`src/rtl/lenet_result_reader.sv`:
```
// Captures the LeNet accelerator's 10 class scores, finds the signed argmax, and optionally streams the scores.
// Define LENET_READER_STREAM_EN to enable the score stream (SCAN -> STREAM -> DONE); otherwise SCAN goes straight to DONE.
module lenet_result_reader #(
    parameter int BITWIDTH = 32,
    parameter int LATENCY  = 4
) (
    input  logic                clk,
    input  logic                reset_n,
    input  logic                start,
    input  logic [BITWIDTH-1:0] scores [10],
    output logic                busy,
    output logic                s_valid,
    input  logic                s_ready,
    output logic [BITWIDTH-1:0] s_data,
    output logic [3:0]          s_index,
    output logic                s_last,
    output logic                class_valid,
    output logic [3:0]          class_id,
    output logic [BITWIDTH-1:0] class_score
);
    localparam logic [2:0] ST_IDLE   = 3'd0;
    localparam logic [2:0] ST_WAIT   = 3'd1;
    localparam logic [2:0] ST_SCAN   = 3'd2;
    localparam logic [2:0] ST_STREAM = 3'd3;
    localparam logic [2:0] ST_DONE   = 3'd4;

    localparam int            CW        = (LATENCY > 1) ? $clog2(LATENCY) : 1;
    localparam logic [CW-1:0] WAIT_LAST = CW'(LATENCY - 1);
    localparam logic [3:0]    LAST_IDX  = 4'd9;

    logic [2:0]          state_q, state_d;
    logic [CW-1:0]       wait_cnt_q, wait_cnt_d;
    logic [3:0]          k_q, k_d;
    logic [BITWIDTH-1:0] buf_q [10];
    logic [BITWIDTH-1:0] buf_d [10];
    logic [BITWIDTH-1:0] max_q, max_d;
    logic [3:0]          max_idx_q, max_idx_d;
    logic [3:0]          class_id_q, class_id_d;
    logic [BITWIDTH-1:0] class_score_q, class_score_d;
    logic [BITWIDTH-1:0] cand;
    logic                take;

    // The entry at k_q feeds both the comparator (SCAN) and the stream data (STREAM).
    assign cand = buf_q[k_q];
    assign take = (k_q == 4'd0) || ($signed(cand) > $signed(max_q));

    always_comb begin
        state_d       = state_q;
        wait_cnt_d    = wait_cnt_q;
        k_d           = k_q;
        buf_d         = buf_q;
        max_d         = max_q;
        max_idx_d     = max_idx_q;
        class_id_d    = class_id_q;
        class_score_d = class_score_q;
        case (state_q)
            ST_IDLE: begin
                if (start) begin
                    state_d    = ST_WAIT;
                    wait_cnt_d = '0;
                end
            end
            ST_WAIT: begin
                if (wait_cnt_q == WAIT_LAST) begin
                    buf_d   = scores;
                    k_d     = '0;
                    state_d = ST_SCAN;
                end else begin
                    wait_cnt_d = wait_cnt_q + 1'b1;
                end
            end
            ST_SCAN: begin
                if (take) begin
                    max_d     = cand;
                    max_idx_d = k_q;
                end
                if (k_q == LAST_IDX) begin
                    k_d = '0;
`ifdef LENET_READER_STREAM_EN
                    state_d = ST_STREAM;
`else
                    state_d       = ST_DONE;
                    class_id_d    = max_idx_d;
                    class_score_d = max_d;
`endif
                end else begin
                    k_d = k_q + 1'b1;
                end
            end
            ST_STREAM: begin
`ifdef LENET_READER_STREAM_EN
                if (s_ready) begin
                    if (k_q == LAST_IDX) begin
                        state_d       = ST_DONE;
                        class_id_d    = max_idx_q;
                        class_score_d = max_q;
                    end else begin
                        k_d = k_q + 1'b1;
                    end
                end
`else
                state_d = ST_IDLE;
`endif
            end
            ST_DONE: state_d = ST_IDLE;
            default: state_d = ST_IDLE;
        endcase
    end

    generate
        for (genvar gi = 0; gi < 10; gi++) begin : g_buf
            always_ff @(posedge clk or negedge reset_n) begin
                if (!reset_n) begin
                    buf_q[gi] <= '0;
                end else begin
                    buf_q[gi] <= buf_d[gi];
                end
            end
        end
    endgenerate

    always_ff @(posedge clk or negedge reset_n) begin
        if (!reset_n) begin
            state_q       <= ST_IDLE;
            wait_cnt_q    <= '0;
            k_q           <= '0;
            max_q         <= '0;
            max_idx_q     <= '0;
            class_id_q    <= '0;
            class_score_q <= '0;
        end else begin
            state_q       <= state_d;
            wait_cnt_q    <= wait_cnt_d;
            k_q           <= k_d;
            max_q         <= max_d;
            max_idx_q     <= max_idx_d;
            class_id_q    <= class_id_d;
            class_score_q <= class_score_d;
        end
    end

    assign busy        = (state_q != ST_IDLE);
    assign class_valid = (state_q == ST_DONE);
    assign class_id    = class_id_q;
    assign class_score = class_score_q;

`ifdef LENET_READER_STREAM_EN
    assign s_valid = (state_q == ST_STREAM);
    assign s_data  = s_valid ? cand : '0;
    assign s_index = s_valid ? k_q : 4'd0;
    assign s_last  = s_valid && (k_q == LAST_IDX);
`else
    logic unused_s_ready;
    assign unused_s_ready = s_ready;
    assign s_valid = 1'b0;
    assign s_data  = '0;
    assign s_index = 4'd0;
    assign s_last  = 1'b0;
`endif
endmodule

```
`config.mk`:
```
export PLATFORM = sky130hd
export DESIGN_NAME = lenet_result_reader
export DESIGN_NICKNAME = d
export VERILOG_FILES = /design/src/rtl/lenet_result_reader.sv
export SDC_FILE = /design/constraint.sdc
export NUM_CORES = 1
export LEC_CHECK = 0
export CORE_MARGIN = 3
export CORE_UTILIZATION = 38
export CTS_BUF_LIST = sky130_fd_sc_hd__clkbuf_8
export CTS_CLUSTER_SIZE = 24
export DETAILED_ROUTE_END_ITERATION = 6
export HOLD_SLACK_MARGIN = 0.03
export SLEW_MARGIN = 5
export SYNTH_ARGS = -nofsm -noshare
export SYNTH_HDL_FRONTEND = slang
export SYNTH_SLANG_ARGS = --single-unit
export TNS_END_PERCENT = 30
```
`constraint.sdc`:
```
create_clock -name clk -period 3.66 [get_ports clk]
set_input_delay 0.366 -clock clk [delete_from_list [all_inputs] [get_ports clk]]
set_output_delay 0.366 -clock clk [all_outputs]
set_load 0.05 [all_outputs]
```
==> results of run 1 <==
[cell type report]
type | count | area [sq um]
clock inverter | 29 | 172.7
tap | 656 | 820.8
clock buffer | 94 | 1294
sequential | 401 | 10040
multi-input combinational | 789 | 8507
antenna | 11 | 27.53
inverter | 42 | 157.7
fill | 4076 | 21860
timing repair buffer | 515 | 5364
[report_power, final]
part	internal, mW	total, mW	switching, mW
Clock	2.37	4.31	1.94
Combinational	7.13	12.1	4.98
Sequential	6.46	7.59	1.13
[per-stage QoR]
step / hold WS (ps) / cell area, sq um
5_1_grt: 272.4 / 26380
4_1_cts: 252.4 / 26020
3_3_place_gp: 455.7 / 23850
3_5_place_dp: 456.8 / 23850
2_1_floorplan: 70.41 / 18900
6_report: 313.7 / 26390
[Yosys cell counts, types with 3 or more instances]
cell / count / area [sq um]
sky130_fd_sc_hd__a211oi_1: 3 / 22.52
sky130_fd_sc_hd__a21oi_1: 11 / 55.05
sky130_fd_sc_hd__o21ai_0: 45 / 225.2
sky130_fd_sc_hd__buf_4: 45 / 337.8
sky130_fd_sc_hd__clkbuf_1: 52 / 195.2
sky130_fd_sc_hd__buf_2: 20 / 100.1
sky130_fd_sc_hd__dfrtp_1: 401 / 10030
sky130_fd_sc_hd__nand3_1: 9 / 45.04
sky130_fd_sc_hd__nand2_1: 53 / 198.9
sky130_fd_sc_hd__mux2i_1: 97 / 970.9
sky130_fd_sc_hd__nor3b_1: 3 / 22.52
sky130_fd_sc_hd__o22ai_1: 35 / 219.0
sky130_fd_sc_hd__nand2b_1: 4 / 25.02
sky130_fd_sc_hd__mux2_2: 354 / 3986
sky130_fd_sc_hd__ha_1: 36 / 450.4
sky130_fd_sc_hd__buf_1: 3 / 11.26
sky130_fd_sc_hd__inv_1: 42 / 157.7
sky130_fd_sc_hd__nand4_1: 4 / 25.02
sky130_fd_sc_hd__nor2_1: 10 / 37.54
sky130_fd_sc_hd__mux4_2: 64 / 1441
[sequential cells by signal, indices dropped and copies added (netlist names)]
| signal | count |
|---|---|
| buf_q | 320 |
| wait_cnt_q | 2 |
| state_q | 3 |
| max_q | 32 |
| k_q | 4 |
| class_score | 32 |
| max_idx_q | 4 |
| class_id | 4 |
[layer usage]
layer  vias to the layer above  GRT usage, %  wire, um
li1                       5777             -         -
met1                      6449         26.96     23230
met2                       339         33.74     26910
met3                       105         6.375      3570
met4                        16         6.669      1367
met5                         -             0       103
[worst max-delay path, stage by stage (launching register included)]
cell                       delay, ps
sky130_fd_sc_hd__dfrtp_4         530
sky130_fd_sc_hd__buf_6           160
sky130_fd_sc_hd__buf_12          130
sky130_fd_sc_hd__buf_16          130
sky130_fd_sc_hd__mux4_2          520
sky130_fd_sc_hd__mux2i_2         210
sky130_fd_sc_hd__o22ai_2         120
sky130_fd_sc_hd__ha_1            290
sky130_fd_sc_hd__nand4_1         130
sky130_fd_sc_hd__nor4_4          280
sky130_fd_sc_hd__buf_4           180
sky130_fd_sc_hd__buf_4            90
sky130_fd_sc_hd__nand4_1         130
sky130_fd_sc_hd__o221ai_4        130
sky130_fd_sc_hd__buf_12          190
sky130_fd_sc_hd__buf_12          110
sky130_fd_sc_hd__buf_16          120
sky130_fd_sc_hd__mux2i_1         230
sky130_fd_sc_hd__o21ai_1          90
[worst min path at each step]
stage,endpoint,from,slack (ps),depth (start not counted)
after floorplan,buf_q[0],reset_n,70,0
after global placement,buf_q[253],reset_n,460,1
after detailed placement,buf_q[221],reset_n,460,1
after CTS,buf_q[8],scores[8],250,2
after global routing,buf_q[8],scores[8],270,2
final,buf_q[8],scores[8],310,2
[placed cells by master (no fill, tap or decap), types with 4 or more instances in the layout]
master,synthesis,routed
sky130_fd_sc_hd__clkdlybuf4s50_1,0,359
sky130_fd_sc_hd__o22ai_1,35,24
sky130_fd_sc_hd__clkbuf_8,0,94
sky130_fd_sc_hd__nand2_1,53,51
sky130_fd_sc_hd__a21oi_1,11,8
sky130_fd_sc_hd__nor2_1,10,9
sky130_fd_sc_hd__buf_4,45,107
sky130_fd_sc_hd__inv_6,0,4
sky130_fd_sc_hd__mux2i_1,97,80
sky130_fd_sc_hd__nand4_1,4,4
sky130_fd_sc_hd__o22ai_4,0,4
sky130_fd_sc_hd__nand3_2,0,4
sky130_fd_sc_hd__mux2_2,354,326
sky130_fd_sc_hd__o22ai_2,0,7
sky130_fd_sc_hd__o21ai_1,0,30
sky130_fd_sc_hd__inv_1,42,58
sky130_fd_sc_hd__clkinv_2,0,5
sky130_fd_sc_hd__conb_1,1,38
sky130_fd_sc_hd__buf_6,0,7
sky130_fd_sc_hd__mux4_2,64,64
sky130_fd_sc_hd__buf_12,0,29
sky130_fd_sc_hd__diode_2,0,11
sky130_fd_sc_hd__buf_16,0,7
sky130_fd_sc_hd__mux2i_2,0,14
sky130_fd_sc_hd__ha_1,36,34
sky130_fd_sc_hd__nand2b_1,4,4
sky130_fd_sc_hd__o21ai_0,45,14
sky130_fd_sc_hd__nand3_1,9,5
sky130_fd_sc_hd__mux2_4,0,29
sky130_fd_sc_hd__dfrtp_1,401,398
[what timing repair did]
action,in CTS,in global routing
hold buffers,1,0
endpoints found under the hold margin,88,0
resized for setup,60,78
pin swaps,19,11
cloned,6,4
buffers inserted,22,3
setup endpoints to repair,72,72
[kinds of logic after synthesis]
| group | synth area share, % |
|---|---|
| buffers and inverters | 4.276 |
| adders and majority gates | 2.402 |
| other | 0.01999 |
| DFF | 53.50 |
| and+or+nand+nor | 2.308 |
| muxes | 34.18 |
| AOI/OAI and AO/OA | 3.316 |
==> impl_metrics.sql, run 1 <==
INSERT INTO impl_metrics (metric_group, metric, value, unit) VALUES
('outcome', 'run_status', 'finished with violations', ''),
('outcome', 'failed_checks', 'negative setup slack', ''),
('yosys', 'synth-edff-count', '0', ''),
('sta', 'tightest_pin_transition', '1210', 'ps'),
('power_and_ir_drop', 'power_leakage', '11.02', 'nW'),
('global_route', 'grt_use_total', '20.87', '%'),
('floorplan', 'fp.dieW', '228.2', 'um'),
('critical_path', 'reg2reg_depth', '18', ''),
('critical_path', 'setup.worst_path.end_class', 'flip-flop', ''),
('floorplan', 'die-area', '52060', 'sq um'),
('placement', 'place_inst', '2369', ''),
('route', 'detail_route.vias_per_cell', '5.000', ''),
('critical_path', 'critical_path_data_arrival_time', '4460', 'ps'),
('route', 'totalWireLength', '55.18', 'mm'),
('finish', 'final_cell_count_no_fill', '2537', ''),
('clock_tree', 'cts_buffer_depth', '3', ''),
('critical_path', 'path_class', 'flip-flop to flip-flop', ''),
('floorplan', 'initial_util', '38.87', '%'),
('finish', 'area_delta_synth_final', '40.69', '%'),
('yosys', 'syn-instance-count', '1315', ''),
('route', 'dr_total_vias', '12690', ''),
('run', 'drv.max_cap_violation_count', '0', ''),
('route', 'detail_route.first_pass.iterations', '4', ''),
('placement', 'portBuffers', '360', ''),
('global_route', 'wire_length_of_the_first_global_routing_pass', '83.19', 'mm'),
('power_and_ir_drop', 'power.ir.vdd_worst', '0.3926', 'mV'),
('clock_tree', 'clk_latency', '660', 'ps'),
('sta', 'share_of_the_clock_period_used_by_the_worst_path', '109.1', '%'),
('hold_path', 'timing.hold.worst.class', 'primary input to flip-flop', ''),
('clock_tree', 'tritoncts_clock_tree', 'built', ''),
('floorplan', 'coreArea', '48250', 'sq um'),
('placement', 'placement.setup.worst_slack', '-848.5', 'ps'),
('yosys', 'asyncSetResetFlopFracSynth', '100.0', '%'),
('route', 'drcViolationCount', '0', ''),
('clock_tree', 'htree_num_levels', '3', ''),
('global_route', 'first_global_vias', '13730', ''),
('critical_path', 'crit-reg2reg-capture', 'class_score[6]', ''),
('sta', 'setup_total_negative_slack', '-18170', 'ps'),
('power_and_ir_drop', 'power.total', '24.02', 'mW'),
('sta', 'slew_violations', '0', ''),
('yosys', 'synthDistinctLibCells', '39', ''),
('placement', 'global_placement_routability_congestion', '0.8474', ''),
('sta', 'grt_setup_unrepaired', 'true', ''),
('sta', 'fmax', '250.5', 'MHz'),
('critical_path', 'startpoint_of_the_worst_setup_timing_path', 'k_q[0]', ''),
('sta', 'setup_viol', '72', ''),
('clock_tree', 'root_buffer', 'sky130_fd_sc_hd__clkbuf_8', ''),
('placement', 'dp_hpwl', '39.96', 'mm'),
('yosys', 'synth_area_per_cell', '14.26', 'sq um'),
('critical_path', 'startpoint_of_the_worst_register_to_register_path', 'k_q[0]', ''),
('yosys', 'ys_seq_area_share', '53.50', '%'),
('sta', 'min_setup_slack_post_route', '-332.1', 'ps'),
('finish', 'fin_nets', '2182', ''),
('yosys', 'synth_seq_cells', '401', ''),
('route', 'initialDrtViolationCount', '527', ''),
('finish', 'fin_util', '54.69', '%'),
('sta', 'fin_crit', '3992', 'ps'),
('clock_tree', 'cts_sink_count', '401', ''),
('clock_tree', 'cts_inserted_buffers', '73', ''),
('sta', 'fin_skew', '31.29', 'ps'),
('global_route', 'grt_antenna_before_repair', '19', ''),
('yosys', 'synthFlopType', 'sky130_fd_sc_hd__dfrtp_1', ''),
('critical_path', 'timing.critical_path.fanout_max', '7', ''),
('critical_path', 'crit_path_end', 'class_score[6]', ''),
('critical_path', 'r2r_setup_slack', '-330', 'ps'),
('critical_path', 'startpoint_type', 'flip-flop', ''),
('floorplan', 'floorplan.rows', '80', ''),
('route', 'detail_route.wl_per_cell', '21.75', 'um'),
('sta', 'max-slew-margin-rel', '19.33', '%'),
('floorplan', 'boundaryPins', '400', ''),
('power_and_ir_drop', 'power.density_cell_area', '910.1', 'nW/um^2'),
('global_route', 'grt_start_max_net_pins', '109', ''),
('finish', 'drive_gt1_share', '39.41', '%'),
('floorplan', 'chipHeight', '228.2', 'um'),
('yosys', 'ys_warn_count', '0', ''),
('global_route', 'globalRouteOverflowTotal', '0', ''),
('route', 'detail-route-antenna-nets', '0', ''),
('sta', 'hold_violations', '0', ''),
('clock_tree', 'clk_pin_slew', '60', 'ps'),
('yosys', 'mappedNetlistArea', '18760', 'sq um'),
('critical_path', 'worst_ep_required_time', '4130', 'ps');
Power figures use the tool's default switching activity.
==> run 2: changes to the inputs <==
- clock period: 3.66 -> 4.1 ns (I/O delays scaled with it)
==> run 2 against run 1 <==
Effect of this change: the run still ends with negative setup slack left; total power down 15%; combinational power shrank 18%; final area fell by 2.0%; count of clock-buffer cells in the layout did not move; die area stayed put.
==> impl_metrics.sql, run 2 (synthesis results as in run 1) <==
INSERT INTO impl_metrics (metric_group, metric, value, unit) VALUES
('critical_path', 'path_class', 'flip-flop to flip-flop', ''),
('finish', 'fin_util', '53.60', '%'),
('hold_path', 'timing.hold.worst.start', 'scores[182]', ''),
('route', 'initialDrtViolationCount', '504', ''),
('global_route', 'wire_length_of_the_first_global_routing_pass', '79.87', 'mm'),
('floorplan', 'boundaryPins', '400', ''),
('critical_path', 'critPathMostFrequentCell', 'sky130_fd_sc_hd__buf_12', ''),
('placement', 'global_placement_routability_congestion', '0.8195', ''),
('critical_path', 'timing.critical_path.fanout_max', '9', ''),
('power_and_ir_drop', 'power.ir.vdd_worst', '0.3585', 'mV'),
('global_route', 'grt_antenna_before_repair', '18', ''),
('run', 'drv.max_cap_violation_count', '0', ''),
('sta', 'fmax', '238.2', 'MHz'),
('sta', 'grt_setup_unrepaired', 'true', ''),
('placement', 'detailed_place.area', '23580', 'sq um'),
('sta', 'hold-worst-slack', '392.6', 'ps'),
('floorplan', 'initial_util', '38.87', '%'),
('critical_path', 'worst_path_largest_cell_delay', '540', 'ps'),
('floorplan', 'fp.dieW', '228.2', 'um'),
('critical_path', 'crit_path_end', 'max_q[16]', ''),
('placement', 'placement.setup.worst_slack', '-227.2', 'ps'),
('sta', 'slew_violations', '0', ''),
('critical_path', 'reg2reg_depth', '17', ''),
('critical_path', 'critical_path_data_arrival_time', '4690', 'ps'),
('floorplan', 'floorplan.rows', '80', ''),
('critical_path', 'critical_path.cell_chain', 'buf_12 > buf_16 > buf_4 > mux4_2 > mux2i_2 > buf_4 > o22ai_1 > ha_1 > nand2_1 > a21oi_1 > o21ai_1 > a31oi_4 > o221ai_4 > a21oi_4 > buf_12 > buf_12 > mux2_2', ''),
('critical_path', 'r2r_setup_slack', '-100', 'ps'),
('sta', 'share_of_the_clock_period_used_by_the_worst_path', '102.4', '%'),
('finish', 'largest_register_ff_count', '320', ''),
('floorplan', 'chipHeight', '228.2', 'um'),
('outcome', 'run_status', 'finished with violations', ''),
('sta', 'min_setup_slack_post_route', '-98.11', 'ps'),
('critical_path', 'worst_ep_required_time', '4590', 'ps'),
('critical_path', 'critPathTopFamily', 'multiplexers', ''),
('sta', 'setup_viol', '37', ''),
('sta', 'tightest_pin_transition', '1141', 'ps'),
('global_route', 'grt_use_total', '19.85', '%'),
('clock_tree', 'cts_inserted_buffers', '72', ''),
('global_route', 'globalRouteOverflowTotal', '0', ''),
('power_and_ir_drop', 'power_leakage', '10.82', 'nW'),
('power_and_ir_drop', 'power.density_cell_area', '787.5', 'nW/um^2'),
('sta', 'fin_skew', '20.63', 'ps'),
('clock_tree', 'htree_num_levels', '3', ''),
('sta', 'fin_crit', '4198', 'ps'),
('sta', 'max-slew-margin-rel', '23.93', '%'),
('finish', 'drive_gt1_share', '37.79', '%'),
('route', 'drcViolationCount', '0', ''),
('clock_tree', 'clk_latency', '630', 'ps'),
('hold_path', 'timing.hold.worst.class', 'primary input to flip-flop', ''),
('clock_tree', 'clk_pin_slew', '60', 'ps'),
('global_route', 'first_global_vias', '13490', ''),
('finish', 'leading_cell_type_in_the_layout_fill_and_taps_excluded', 'sky130_fd_sc_hd__dfrtp_1', ''),
('clock_tree', 'cts_buffer_depth', '3', ''),
('placement', 'portBuffers', '360', ''),
('finish', 'design_area', '25860', 'sq um'),
('floorplan', 'die-area', '52060', 'sq um'),
('placement', 'dp_hpwl', '37.49', 'mm'),
('finish', 'largest_register', 'buf_q', ''),
('route', 'dr_total_vias', '12510', ''),
('clock_tree', 'cts_sink_count', '401', ''),
('route', 'totalWireLength', '52.65', 'mm'),
('global_route', 'grt_start_max_net_pins', '108', ''),
('route', 'detail-route-antenna-nets', '0', ''),
('floorplan', 'coreArea', '48250', 'sq um'),
('critical_path', 'crit-reg2reg-capture', 'max_q[16]', ''),
('critical_path', 'crit_path_buffers_inverters', '6', ''),
('outcome', 'failed_checks', 'negative setup slack', ''),
('clock_tree', 'root_buffer', 'sky130_fd_sc_hd__clkbuf_8', ''),
('finish', 'mostFrequentLayoutCells', 'sky130_fd_sc_hd__dfrtp_1 (398), sky130_fd_sc_hd__clkdlybuf4s50_1 (359), sky130_fd_sc_hd__mux2_2 (341), sky130_fd_sc_hd__buf_4 (96), sky130_fd_sc_hd__clkbuf_8 (94)', ''),
('critical_path', 'path_depth', '17', ''),
('route', 'detail_route.first_pass.iterations', '4', ''),
('placement', 'place_inst', '2338', ''),
('finish', 'nFillCells', '4149', ''),
('critical_path', 'startpoint_of_the_worst_register_to_register_path', 'k_q[0]', ''),
('sta', 'hold_violations', '0', ''),
('finish', 'final_cell_count_no_fill', '2508', ''),
('finish', 'fin_nets', '2158', ''),
('critical_path', 'startpoint_of_the_worst_setup_timing_path', 'k_q[0]', ''),
('critical_path', 'crit_path_top_delay_cell', 'sky130_fd_sc_hd__dfrtp_4', ''),
('route', 'detail_route.vias_per_cell', '4.986', ''),
('clock_tree', 'tritoncts_clock_tree', 'built', ''),
('finish', 'area_delta_synth_final', '37.88', '%'),
('critical_path', 'setup.worst_path.end_class', 'flip-flop', ''),
('critical_path', 'startpoint_type', 'flip-flop', ''),
('route', 'detail_route.wl_per_cell', '20.99', 'um');
[run 2: worst register-to-register path: stages, from the launching register on]
cell	delay (ps)
sky130_fd_sc_hd__dfrtp_4	540
sky130_fd_sc_hd__buf_12	180
sky130_fd_sc_hd__buf_16	130
sky130_fd_sc_hd__buf_4	110
sky130_fd_sc_hd__mux4_2	500
sky130_fd_sc_hd__mux2i_2	330
sky130_fd_sc_hd__buf_4	180
sky130_fd_sc_hd__o22ai_1	110
sky130_fd_sc_hd__ha_1	350
sky130_fd_sc_hd__nand2_1	80
sky130_fd_sc_hd__a21oi_1	150
sky130_fd_sc_hd__o21ai_1	130
sky130_fd_sc_hd__a31oi_4	180
sky130_fd_sc_hd__o221ai_4	210
sky130_fd_sc_hd__a21oi_4	240
sky130_fd_sc_hd__buf_12	150
sky130_fd_sc_hd__buf_12	140
sky130_fd_sc_hd__mux2_2	350
[run 2: metrics by stage]
stage	TNS, ps	total power [mW]
2_1_floorplan	0	12.24
4_1_cts	0	19.43
3_3_place_gp	-8006	15.23
3_5_place_dp	-9218	15.48
6_report	-2055	20.36
5_1_grt	-12870	21.76
[run 2: area by class of cell]
type                       instances  area [sq um]  share of cell area [%]
timing repair buffer             492          5005                   19.35
clock inverter                    29         150.1                  0.5806
inverter                          42         157.7                  0.6096
tap                              656         820.8                   3.174
antenna                            5         12.51                 0.04838
sequential                       401         10040                   38.84
clock buffer                      94          1294                   5.003
multi-input combinational        789          8377                   32.39
[run 2: how the worst min path moves through the flow]
stage	endpoint	slack, ps	cells past startpoint
finish	buf_q[182]	390	2
global route	buf_q[135]	340	2
CTS	buf_q[182]	320	2
detailed placement	class_id[2]	470	2
global placement	class_id[2]	460	2
floorplan	buf_q[0]	110	0
[run 2: what timing repair did]
| item | CTS | global route |
|---|---|---|
| resized for setup | 12 | 69 |
| buffers inserted | 0 | 35 |
| setup endpoints to repair | 66 | 68 |
| hold buffers | 1 | 0 |
| hold endpoints to repair | 102 | 0 |
| pin swaps | 1 | 14 |
| cloned | 0 | 6 |
[run 2: per-layer routing]
layer  routed length [um]  global-route usage (%)
met5                  215                       0
met3                 3368                   6.287
met2                25000                   31.23
met4                 1220                   5.781
met1                22840                   26.45
[run 2: power breakdown]
part	leakage (nW)	internal [mW]	switching, mW
combinational	5.09	5.70	4.20
clock	0.819	2.10	1.65
sequential	4.92	5.77	0.951
total	10.8	13.6	6.80
==> run 3: changes to the inputs <==
- CORE_ASPECT_RATIO: default -> 0.75
- CTS_CLUSTER_DIAMETER: default -> 150
- REMOVE_ABC_BUFFERS: default -> 1
==> run 3 against run 2 <==
Effect of this change: the flow now finishes without violations; clock skew up 28 ps; largest cell class unchanged; register-to-register slack better by 120 ps; routed wire length down 8.9%; count of clock-buffer cells in the layout down 73; final area down 5.7%; sequential share of layout area up 2.4 points; core utilization down 2.9 points; fmax up 3.0%; non-clock buffer count down 39.
==> impl_metrics.sql, run 3 (synthesis results as in run 1) <==
INSERT INTO impl_metrics (metric_group, metric, value, unit) VALUES
('finish', 'fin_nets', '2067', ''),
('power_and_ir_drop', 'power.ir.vdd_worst', '0.3224', 'mV'),
('clock_tree', 'htree_num_levels', '1', ''),
('route', 'detail-route-antenna-nets', '0', ''),
('finish', 'drive_gt1_share', '34.11', '%'),
('route', 'detail_route.vias_per_cell', '4.968', ''),
('clock_tree', 'root_buffer', 'sky130_fd_sc_hd__clkbuf_8', ''),
('critical_path', 'startpoint_of_the_worst_register_to_register_path', 'k_q[0]', ''),
('critical_path', 'reg2reg_depth', '17', ''),
('placement', 'portBuffers', '360', ''),
('sta', 'tightest_pin_transition', '878.4', 'ps'),
('sta', 'grt_setup_unrepaired', 'true', ''),
('critical_path', 'r2r_setup_slack', '20', 'ps'),
('power_and_ir_drop', 'power.sequential.fraction', '38.5', '%'),
('sta', 'setup_viol', '0', ''),
('finish', 'mostFrequentLayoutCells', 'sky130_fd_sc_hd__dfrtp_1 (397), sky130_fd_sc_hd__clkdlybuf4s50_1 (359), sky130_fd_sc_hd__mux2_2 (340), sky130_fd_sc_hd__mux2i_1 (86), sky130_fd_sc_hd__mux4_2 (64)', ''),
('critical_path', 'worst_ep_required_time', '4610', 'ps'),
('finish', 'largest_register_ff_count', '320', ''),
('critical_path', 'crit_path_buffers_inverters', '6', ''),
('route', 'dr_total_vias', '11670', ''),
('critical_path', 'timing.critical_path.fanout_max', '10', ''),
('route', 'initialDrtViolationCount', '484', ''),
('floorplan', 'initial_util', '39.00', '%'),
('hold_path', 'timing.hold.worst.start', 'scores[299]', ''),
('sta', 'hold_violations', '0', ''),
('finish', 'n_antenna_cell', '0', ''),
('clock_tree', 'tritoncts_clock_tree', 'built', ''),
('clock_tree', 'clk_latency', '630', 'ps'),
('sta', 'max-slew-margin-rel', '41.32', '%'),
('sta', 'slew_violations', '0', ''),
('hold_path', 'timing.hold.worst_path_depth', '2', ''),
('critical_path', 'worst_path_largest_cell_delay', '500', 'ps'),
('power_and_ir_drop', 'netSwitchingFraction', '33.91', '%'),
('critical_path', 'setup.worst_path.end_class', 'flip-flop', ''),
('power_and_ir_drop', 'power.total', '17.24', 'mW'),
('critical_path', 'crit_path_top_delay_cell', 'sky130_fd_sc_hd__mux4_2', ''),
('floorplan', 'die-area', '52090', 'sq um'),
('sta', 'share_of_the_clock_period_used_by_the_worst_path', '99.43', '%'),
('power_and_ir_drop', 'internal_power', '11.39', 'mW'),
('finish', 'largest_register', 'buf_q', ''),
('global_route', 'wire_length_of_the_first_global_routing_pass', '73.11', 'mm'),
('floorplan', 'coreArea', '48090', 'sq um'),
('critical_path', 'crit-reg2reg-capture', 'max_q[1]', ''),
('power_and_ir_drop', 'share_comb_of_total_power', '51.7', '%'),
('critical_path', 'critPathTopFamily', 'multiplexers', ''),
('floorplan', 'floorplan.rows', '69', ''),
('power_and_ir_drop', 'pwr-share-clk', '9.9', '%'),
('sta', 'fin_crit', '4076', 'ps'),
('placement', 'dp_hpwl', '33.99', 'mm'),
('clock_tree', 'cts_buffer_depth', '3', ''),
('power_and_ir_drop', 'switching_power', '5.845', 'mW'),
('route', 'detail_route.first_pass.iterations', '5', ''),
('route', 'drcViolationCount', '0', ''),
('finish', 'area_delta_synth_final', '30.04', '%'),
('floorplan', 'chipHeight', '198.4', 'um'),
('hold_path', 'holdPathEnd', 'buf_q[299]', ''),
('clock_tree', 'cts_sink_count', '401', ''),
('critical_path', 'critPathMostFrequentCell', 'sky130_fd_sc_hd__buf_12', ''),
('floorplan', 'boundaryPins', '400', ''),
('floorplan', 'fp.dieW', '262.5', 'um'),
('finish', 'leading_cell_type_in_the_layout_fill_and_taps_excluded', 'sky130_fd_sc_hd__dfrtp_1', ''),
('clock_tree', 'clk_pin_slew', '160', 'ps'),
('clock_tree', 'cts_inserted_buffers', '20', ''),
('critical_path', 'critical_path_data_arrival_time', '4590', 'ps'),
('hold_path', 'timing.hold.worst.class', 'primary input to flip-flop', ''),
('power_and_ir_drop', 'power.density_cell_area', '706.7', 'nW/um^2'),
('placement', 'placement.setup.worst_slack', '-220.0', 'ps'),
('sta', 'fmax', '245.3', 'MHz'),
('route', 'totalWireLength', '47.95', 'mm'),
('placement', 'global_placement_routability_congestion', '0.7378', ''),
('global_route', 'globalRouteOverflowTotal', '0', ''),
('power_and_ir_drop', 'power_leakage', '9.975', 'nW'),
('critical_path', 'startpoint_type', 'flip-flop', ''),
('critical_path', 'critical_path.cell_chain', 'buf_6 > buf_12 > buf_8 > mux4_2 > mux2i_2 > o22ai_2 > ha_4 > nand3_4 > nor4_4 > nand3_1 > a31oi_2 > buf_4 > o221ai_4 > a21oi_4 > buf_12 > buf_12 > mux2_4', ''),
('sta', 'hold-worst-slack', '374.6', 'ps'),
('outcome', 'run_status', 'finished clean', ''),
('finish', 'nFillCells', '4109', ''),
('run', 'drv.max_cap_violation_count', '0', ''),
('route', 'detail_route.wl_per_cell', '20.42', 'um'),
('global_route', 'first_global_vias', '12430', ''),
('global_route', 'grt_antenna_before_repair', '4', ''),
('critical_path', 'path_class', 'flip-flop to flip-flop', ''),
('sta', 'fin_skew', '48.62', 'ps'),
('sta', 'min_setup_slack_post_route', '23.56', 'ps'),
('global_route', 'grt_use_total', '17.83', '%'),
('global_route', 'grt_start_max_net_pins', '109', '');
==> run 3: per-layer routing <==
metal | GRT usage [%] | share of wire (%) | up-vias
met5 | 0 | 0.10 | -
met2 | 28.87 | 46 | 226
met1 | 25.01 | 46 | 5907
met4 | 2.708 | 1.6 | 8
met3 | 4.390 | 5.8 | 51
li1 | - | - | 5474
==> run 3: final cells by class <==
cell class              count  area, sq um  area share (%)
well taps                 639        799.5           3.278
repair buffers            453         4673           19.16
clock buffers              21        289.0           1.185
multi-input cells         789         8407           34.47
flip-flops and latches    401        10050           41.19
clock inverters             3        16.27         0.06669
inverters                  42        157.7          0.6464
==> run 3: worst max path at each step <==
stage	end	from	slack, ps	cells after the start
2_1_floorplan	k_q[0]	state_q[2]	-4960	5
3_3_place_gp	max_q[21]	k_q[0]	-200	15
3_5_place_dp	max_q[21]	k_q[0]	-220	15
4_1_cts	max_q[15]	k_q[0]	-20	16
5_1_grt	max_q[1]	k_q[0]	-150	17
6_report	max_q[1]	k_q[0]	20	17
==> run 3: power by group through the flow <==
stage / Sequential, mW / Clock, mW / Combinational (mW)
floorplan: 6.64 / 0 / 6.12
global placement: 6.66 / 0 / 7.78
detailed placement: 6.74 / 0 / 7.90
CTS: 6.64 / 1.82 / 8.37
global route: 6.87 / 1.93 / 9.73
finish: 6.63 / 1.70 / 8.91
==> run 3: per-stage QoR <==
step / std cells / utilization, % / TNS [ps] / cell area [sq um]
after global routing: 2348 / 50.72 / -5194 / 24390
after detailed placement: 2291 / 48.54 / -10770 / 23340
after CTS: 2331 / 49.92 / -185.4 / 24000
after global placement: 2291 / 48.54 / -9721 / 23340
final: 2348 / 50.72 / 0 / 24390
after floorplan: 1232 / - / -1874020 / 18250
==> run 3: what timing repair did <==
action                                 4_1_cts  5_1_grt
endpoints found under the hold margin       93        0
hold buffers                                 1        0
gates cloned                                 2        2
pin swaps                                   13       11
resized for setup                           39       49
setup endpoints to repair                   67       69
setup buffers                               13       17
==> run 3: worst register-to-register path, cell delays in order, from the launching register on <==
cell and delay, ps:
sky130_fd_sc_hd__dfrtp_4 490, sky130_fd_sc_hd__buf_6 150, sky130_fd_sc_hd__buf_12 150, sky130_fd_sc_hd__buf_8 130
sky130_fd_sc_hd__mux4_2 500, sky130_fd_sc_hd__mux2i_2 180, sky130_fd_sc_hd__o22ai_2 120, sky130_fd_sc_hd__ha_4 300
sky130_fd_sc_hd__nand3_4 80, sky130_fd_sc_hd__nor4_4 410, sky130_fd_sc_hd__nand3_1 140, sky130_fd_sc_hd__a31oi_2 200
sky130_fd_sc_hd__buf_4 150, sky130_fd_sc_hd__o221ai_4 130, sky130_fd_sc_hd__a21oi_4 200, sky130_fd_sc_hd__buf_12 150
sky130_fd_sc_hd__buf_12 160, sky130_fd_sc_hd__mux2_4 310
